<file path="src/rtl/vram_arbiter.sv">
// Frame-buffer arbiter: VGA scan-out (highest priority), hardware clear engine and
// a CPU req/ack port share one synchronous single-port video RAM.
module vram_arbiter #(
    parameter int H_ACTIVE = 640,
    parameter int V_ACTIVE = 480,
    parameter int ADDR_W   = 19,
    parameter int DATA_W   = 12
) (
    input  logic              pclk,
    input  logic              reset_n,
    input  logic              valid,
    input  logic [9:0]        h_addr,
    input  logic [9:0]        v_addr,
    output logic [DATA_W-1:0] pix_data,
    output logic              pix_valid,
    input  logic              cpu_req,
    input  logic              cpu_we,
    input  logic [ADDR_W-1:0] cpu_addr,
    input  logic [DATA_W-1:0] cpu_wdata,
    output logic              cpu_ack,
    output logic [DATA_W-1:0] cpu_rdata,
    input  logic              clear_start,
    input  logic [DATA_W-1:0] clear_color,
    output logic              clear_busy,
    output logic [ADDR_W-1:0] ram_addr,
    output logic              ram_we,
    output logic [DATA_W-1:0] ram_wdata,
    input  logic [DATA_W-1:0] ram_rdata
);

    localparam logic [ADDR_W-1:0] NPIX     = ADDR_W'(H_ACTIVE * V_ACTIVE);
    localparam logic [ADDR_W-1:0] LAST_PIX = NPIX - ADDR_W'(1);

    typedef enum logic [1:0] {TAG_NONE, TAG_SCAN, TAG_CPU} tag_e;
    typedef enum logic {CLR_IDLE, CLR_RUN} clr_state_e;

    clr_state_e        clr_state, clr_state_nx;
    logic [ADDR_W-1:0] clr_ptr, clr_ptr_nx;
    logic [DATA_W-1:0] clr_color, clr_color_nx;

    tag_e              tag_pipe [2:1];
    logic [2:1]        oob_pipe;
    logic              cpu_rd_busy;

    logic [ADDR_W-1:0] scan_addr;
    logic              cpu_in_range;
    logic              grant_clr, grant_cpu;

    assign clear_busy   = (clr_state == CLR_RUN);
    assign scan_addr    = ADDR_W'(v_addr) * ADDR_W'(H_ACTIVE) + ADDR_W'(h_addr);
    assign cpu_in_range = (cpu_addr < NPIX);
    assign grant_clr    = !valid && clear_busy;
    // clear_start also blocks the CPU so a simultaneous start wins the port
    assign grant_cpu    = !valid && !clear_busy && !clear_start && cpu_req
                          && !cpu_ack && !cpu_rd_busy;

    always_comb begin
        clr_state_nx = clr_state;
        clr_ptr_nx   = clr_ptr;
        clr_color_nx = clr_color;
        case (clr_state)
            CLR_IDLE: if (clear_start) begin
                clr_state_nx = CLR_RUN;
                clr_ptr_nx   = '0;
                clr_color_nx = clear_color;
            end
            CLR_RUN: if (grant_clr) begin
                if (clr_ptr == LAST_PIX) clr_state_nx = CLR_IDLE;
                else                     clr_ptr_nx   = clr_ptr + ADDR_W'(1);
            end
        endcase
    end

    always_ff @(posedge pclk or negedge reset_n) begin
        if (!reset_n) begin
            clr_state <= CLR_IDLE;
            clr_ptr   <= '0;
            clr_color <= '0;
        end else begin
            clr_state <= clr_state_nx;
            clr_ptr   <= clr_ptr_nx;
            clr_color <= clr_color_nx;
        end
    end

    always_ff @(posedge pclk or negedge reset_n) begin
        if (!reset_n) begin
            ram_addr    <= '0;
            ram_we      <= 1'b0;
            ram_wdata   <= '0;
            pix_data    <= '0;
            pix_valid   <= 1'b0;
            cpu_ack     <= 1'b0;
            cpu_rdata   <= '0;
            cpu_rd_busy <= 1'b0;
            tag_pipe[1] <= TAG_NONE;
            tag_pipe[2] <= TAG_NONE;
            oob_pipe    <= '0;
        end else begin
            cpu_ack     <= 1'b0;
            ram_we      <= 1'b0;
            tag_pipe[1] <= TAG_NONE;
            oob_pipe[1] <= 1'b0;

            if (valid) begin
                ram_addr    <= scan_addr;
                tag_pipe[1] <= TAG_SCAN;
            end else if (grant_clr) begin
                ram_addr  <= clr_ptr;
                ram_we    <= 1'b1;
                ram_wdata <= clr_color;
            end else if (grant_cpu) begin
                // out-of-range ops skip the RAM but keep normal ack timing
                if (cpu_in_range) ram_addr <= cpu_addr;
                if (cpu_we) begin
                    cpu_ack <= 1'b1;
                    if (cpu_in_range) begin
                        ram_we    <= 1'b1;
                        ram_wdata <= cpu_wdata;
                    end
                end else begin
                    tag_pipe[1] <= TAG_CPU;
                    oob_pipe[1] <= !cpu_in_range;
                    cpu_rd_busy <= 1'b1;
                end
            end

            tag_pipe[2] <= tag_pipe[1];
            oob_pipe[2] <= oob_pipe[1];

            pix_valid <= (tag_pipe[2] == TAG_SCAN);
            if (tag_pipe[2] == TAG_SCAN) pix_data <= ram_rdata;
            if (tag_pipe[2] == TAG_CPU) begin
                cpu_ack     <= 1'b1;
                cpu_rdata   <= oob_pipe[2] ? '0 : ram_rdata;
                cpu_rd_busy <= 1'b0;
            end
        end
    end

endmodule

</file>
<file path="config.mk">
export PLATFORM = sky130hd
export DESIGN_NAME = vram_arbiter
export DESIGN_NICKNAME = d
export VERILOG_FILES = /design/src/rtl/vram_arbiter.sv
export SDC_FILE = /design/constraint.sdc
export NUM_CORES = 1
export LEC_CHECK = 0
export ABC_AREA = 0
export BUFFER_PORTS_ARGS = -buffer_cell sky130_fd_sc_hd__buf_2
export CAP_MARGIN = 20
export CORE_MARGIN = 4
export CORE_UTILIZATION = 30
export CTS_CLUSTER_SIZE = 24
export DETAILED_ROUTE_END_ITERATION = 10
export SKIP_CTS_REPAIR_TIMING = 1
export SYNTH_ARGS = -nofsm -noshare
export SYNTH_HDL_FRONTEND = slang
export SYNTH_SLANG_ARGS = --single-unit
export TNS_END_PERCENT = 1
</file>
<file path="constraint.sdc">
create_clock -name pclk -period 1.8 [get_ports pclk]
set_input_delay 0.45 -clock pclk [delete_from_list [all_inputs] [get_ports pclk]]
set_output_delay 0.45 -clock pclk [all_outputs]
set_load 0.1 [all_outputs]
</file>
Word-level counts from Yosys, hierarchy flattened --
Index checks and enable logic that the tools add are counted.
Operators by class: add/sub/neg operators 2, multiply operators 1, magnitude comparators 1, eq/ne operators 9, mux-type cells 40, bitwise gates (word level) 2, reductions and logical operators 23
Operator list (number):
- $mux 19 | 7
- $mux 12 | 5
- $pmux 19 s2 | 1
- $mux 1 | 22
- $add 19x1->19 const B | 1
- $add 19x10->19 | 1
- $eq 19x19->1 const B | 1
- $lt 19x19->1 const B | 1
- $mul 10x3->12 const B | 1
- $mux 2 | 4
- $ne 2x1->1 const B | 4
- $reduce_and 4->1 | 2
- $reduce_bool 2->1 | 4
- $logic_and 1x1->1 | 6
- $logic_not 1->1 | 6
- $reduce_bool 3->1 | 2
- $ne 2x2->1 const B | 2
- $reduce_and 2->1 | 2
- $reduce_and 3->1 | 1
- $eq 2x1->1 const B | 1
- $eq 2x2->1 const B | 1
- $not 1->1 | 2
- $pmux 1 s2 | 1
Storage, ports and cells: register bits 97, input port bits 81, word-level logic and storage cells 92

Longest topological paths before layout --
depth after elaboration 10, gate-level depth with buffers 9, depth with buffers taken out 9

Worst setup path after synthesis --
OpenSTA, ideal clock, no wires.
kind in2reg, start point input v_addr[1], end point register ram_addr[17], setup time 0.118 ns, arrival time 2.616 ns, required time 1.682 ns, setup slack -0.934 ns, stages on the path 9, buffers on the path 0, path through ha_1 ha_1 fa_1 a211o_1 a2111o_1 nand3_1 nand4_1 xnor2_1 a21o_1
Between the ends: cells in the longest elaborated chain, start to end 3
RTL lines:
- start: declaration | RTL line 13 | input logic [9:0] v_addr,
- $mul 10x3->12 | RTL line 50 | assign scan_addr = ADDR_W'(v_addr) * ADDR_W'(H_ACTIVE) + ADDR_W'(h_addr);
- $add 19x10->19 | RTL line 50
- $mux 19 | RTL line 105 | if (valid) begin
- end signal: assignment | RTL line 106 | ram_addr <= scan_addr;
- end signal: assignment | RTL line 109 | ram_addr <= clr_ptr;
- end signal: assignment | RTL line 114 | if (cpu_in_range) ram_addr <= cpu_addr;
- end: declaration | RTL line 25 | output logic [ADDR_W-1:0] ram_addr,
Every way passes these cells. A chain may end at the register's enable or synchronous reset.

Worst setup path after layout --
start point input v_addr[3], end point register ram_addr[18]
Same word-level chain as after synthesis.

==> results.md <==
Timing:
- Measured against its own limit, the worst slew margin works out to 0.459.
- The clock period minus worst slack is 2.32 ns.
- The period utilization is 1.29.
- The total count of hold-check failures in the final report is 0.
- The number of pins with negative max-slew slack in the final report is 0.
- Setup total negative slack on the finished layout was measured at -2.19 ns.
- Setup violations remaining at the end of the flow were counted as 7.
- Setup slack on the critical path of the routed design comes to -0.525 ns.
- The highest clock frequency the design can meet is 0.430 GHz.
- At the pin with the least slew margin, the transition time is 0.811 ns.
- The clock arrives with 0.00909 ns of skew.
- Setup repair after global routing could not meet its margin everywhere.

Yosys:
- Of the total synthesized cell area, the portion taken by XOR and XNOR cells is 0.0433.
- The share of synthesized registers carrying an async set or reset is 1.00.
- Summed over all instances, the cell type with the most area after synthesis is sky130_fd_sc_hd__dfrtp_1.
- In the post-synthesis netlist, the biggest area contributors are sky130_fd_sc_hd__dfrtp_1, sky130_fd_sc_hd__nand2_1, sky130_fd_sc_hd__o21ai_0.
- Of the synthesized area, sequential elements account for 0.462.
- The Yosys step of the flow raised 0 warnings.
- The share of synthesized cell area in full adder, half adder and majority cells is 0.0552.
- By instance count, the leading cell after synthesis is sky130_fd_sc_hd__nand2_1.
- Of the total synthesized cell area, the portion taken by AND, OR, NAND and NOR gates is 0.178.
- The dominant register cell in the synthesized netlist is sky130_fd_sc_hd__dfrtp_1.
- Of the post-synthesis cell area, the dominant cell type holds 0.462.
- In this run the cell area of the synthesized design comes to 5260 sq um.
- The compound-gate portion of the synthesized area came to 0.143.
- The mux contribution to synthesized area is 0.0829.
- The count of distinct cell types in the synthesized netlist is 66.
- After synthesis, the largest family of logic cells by area is simple AND/OR/NAND/NOR gates.
- After synthesis the netlist holds a flip-flop and latch count of 97.
- The net count after synthesis is 631.
- The mean instance size in the synthesized netlist is 9.95 sq um.
- Counting flops with a built-in enable in the synthesized netlist gives 0.
- Counting every instance in the synthesized netlist gives 528.
- The commonest cells after synthesis are sky130_fd_sc_hd__nand2_1, sky130_fd_sc_hd__dfrtp_1, sky130_fd_sc_hd__o21ai_0.

Worst setup path:
- The critical path required time is 2.04 ns.
- The critical path startpoint category is a primary input.
- The family with the most delay on the worst path is compound AO/OA/AOI/OAI gates.
- For the worst setup path, the data arrival time is 2.57 ns.
- For this run, the slowest stage of the critical path takes 0.35 ns.
- The largest fanout on the critical path is 3.
- The critical setup path kind is primary input to flip-flop.
- The signal on the critical path passes through buf_8, ha_4, ha_4, fa_2, a211o_1, buf_6, a21oi_4, nor3_4, or2_1, o31a_1, o311ai_1.
- The type of element capturing the critical path is a flip-flop.
- The library cell appearing most often on the critical path is sky130_fd_sc_hd__ha_4.
- The critical path contains buffers and inverters numbering 2 combined.
- The critical-path cell with the highest stage delay is sky130_fd_sc_hd__fa_2.

Power:
- In this run the power spent charging and discharging nets is 2.79 mW.
- The static leakage power is 3.74 nW.
- The switching power as a share of total power is 0.385.
- The areal power density over the cells is 990 nW/um^2.
- Internal power comes to 4.46 mW.
- The share of total power dissipated in combinational logic is 0.356.
- The clock network fraction of total power is 0.289.
- The share of total power in sequential cells is 0.354.
- The maximum VDD drop is 0.485 mV.

Status:
- The flow ran to the end, but the final reports show violations.
- The final reports fail on setup timing.

Clocking:
- Clock-pin slew was measured on the worst setup and hold paths at 0.07 ns.
- The count of H-tree levels built during CTS is 3.
- For this design, the sink count on the clock tree is 97.
- Counting along the longest clock path gives a buffer depth of 2.
- Clock tree synthesis inserted a total of 9 buffers.
- The tree is rooted in a sky130_fd_sc_hd__clkbuf_16.
- The later-pin clock latency in the skew report is 0.34 ns.
- TritonCTS built the clock tree.

Global routing:
- The overflow left after global routing is 0.
- The combined global-route utilization of all metal layers is 0.135.
- The first global-routing pass estimated 21,800 um of wire.
- The number of global-route vias before repair is 4,400.
- The number of antenna violations at the first check in global routing came to 2.
- Entering global routing, the biggest net connects 41 pins.

Floorplanning:
- The die is 140 um tall.
- In this run the count of I/O pins placed on the die edge is 140.
- The number of rows created at floorplan is 48.
- The die covers 19,700 sq um.
- The area of the core is 17,200 sq um.
- For this configuration, the core starts out at a cell density of 0.305.
- The x dimension of the die is 140 um.

Drt:
- The number of DRC markers in iteration 0 is 184.
- The wire length per cell after detailed routing is 13.9 um.
- The remaining routing DRC violations is 0.
- The total routed wirelength is 13,500 um.
- The number of search-and-repair iterations in the first detailed-routing pass is 4.
- After detailed routing, the number of vias per cell comes to 4.61.
- The post-route antenna net violation count is 0.
- The detailed router placed 4,468 vias in this run.

Run:
- The number of violations of the max-capacitance limit is 0.

Placed design:
- Input and output buffers added on the ports amount to 139.
- The weighted congestion at the end of routability-driven global placement is 0.814.
- Detailed placement finished with a half-perimeter wire length of 10,600 um.
- In this run, placement finished with an instance count of 952.

Worst hold path:
- The kind of path behind the tightest hold check is primary input to flip-flop.

Layout:
- The area overhead of the layout relative to synthesis is 39.4%.
- For this run, the number of standard cells in the final layout without fillers is 970.
- In the final layout, the share of cells above drive strength 1 is 0.401.
- The post-layout net count is 842.
cells by family after synthesis:
group,after synthesis
flops,97
fa+ha+maj,22
simple gates,193
compound gates,112
mux,42
buf+inv,36
xor+xnor,26
cell type report:
class | instances | area [sq um]
Sequential cell | 97 | 2430
Fill cell | 1703 | 9910
Clock buffer | 10 | 239
Inverter | 11 | 41.3
Antenna cell | 1 | 2.50
Multi-Input combinational cell | 395 | 2820
Tap cell | 225 | 282
Timing Repair Buffer | 225 | 1420
Clock inverter | 6 | 87.6
state kept, by name, summed over array words and instances, names as in the netlist, 2 cells and up:
register   cells
cpu_rdata     12
pix_data      12
tag_pipe       4
ram_addr      19
clr_color     12
oob_pipe       2
ram_wdata     12
clr_ptr       19
routing by layer:
layer,vias to the layer above,global-route usage,wire [um]
met5,-,0,20
met4,4,0.0398,155
met3,15,0.0420,996
met2,106,0.215,6200
met1,2066,0.178,6080
li1,2277,-,-
per-stage QoR:
stage | util | setup slack [ns] | hold WS (ns) | instance area, sq um | total power [mW]
after floorplan | - | -0.732 | 0.154 | 5290 | 4.39
after global placement | 0.396 | -0.902 | 0.276 | 6830 | 5.13
after detailed placement | 0.396 | -0.942 | 0.277 | 6830 | 5.15
after CTS | 0.415 | -0.574 | -0.0973 | 7150 | 7.29
after global routing | 0.425 | -0.608 | 0.287 | 7320 | 7.64
final | 0.425 | -0.525 | 0.296 | 7330 | 7.26
cell usage in the layout (no fill, tap or decap), types with 6 or more instances in the layout:
| cell type | instances |
|---|---|
| sky130_fd_sc_hd__buf_2 | 135 |
| sky130_fd_sc_hd__nand2_1 | 102 |
| sky130_fd_sc_hd__dfrtp_1 | 96 |
| sky130_fd_sc_hd__buf_4 | 81 |
| sky130_fd_sc_hd__o21ai_0 | 48 |
| sky130_fd_sc_hd__mux2i_1 | 30 |
| sky130_fd_sc_hd__nor2_1 | 26 |
| sky130_fd_sc_hd__xnor2_1 | 20 |
| sky130_fd_sc_hd__nand2b_1 | 15 |
| sky130_fd_sc_hd__ha_1 | 15 |
| sky130_fd_sc_hd__o21ai_1 | 13 |
| sky130_fd_sc_hd__mux2_2 | 12 |
| sky130_fd_sc_hd__inv_1 | 11 |
| sky130_fd_sc_hd__clkbuf_16 | 9 |
| sky130_fd_sc_hd__nand3_1 | 8 |
| sky130_fd_sc_hd__o21a_1 | 6 |
| sky130_fd_sc_hd__a211oi_1 | 6 |
worst register-to-register path, cell delays in order (launching register included):
cell and delay (ns):
sky130_fd_sc_hd__dfrtp_2 0.48, sky130_fd_sc_hd__buf_4 0.18, sky130_fd_sc_hd__or2b_2 0.35, sky130_fd_sc_hd__a2111oi_1 0.45
sky130_fd_sc_hd__xnor2_1 0.18, sky130_fd_sc_hd__nor2_1 0.06
path summary, 6_finish.rpt:
kind / from / to / slack [ns] / cells past startpoint
worst min-delay path: clear_color[10] / clr_color[10] / 0.30 / 3
worst max-delay path: v_addr[3] / ram_addr[18] / -0.52 / 11
max in group asynchronous: reset_n / clear_busy / 0.73 / 3
worst max register to register: clear_busy / clr_ptr[17] / -0.02 / 5
worst min register to register: tag_pipe[1] / tag_pipe[3] / 0.35 / 0
min in group asynchronous: reset_n / ram_we / 0.46 / 2
power groups by stage:
stage | clock [mW] | sequential (mW) | combinational, mW
2_1_floorplan | 0 | 3.71 | 0.685
3_3_place_gp | 0 | 2.60 | 2.52
3_5_place_dp | 0 | 2.61 | 2.54
4_1_cts | 2.17 | 2.57 | 2.55
5_1_grt | 2.26 | 2.60 | 2.78
6_report | 2.10 | 2.57 | 2.59
No activity file was read; power rests on OpenSTA's default activity.
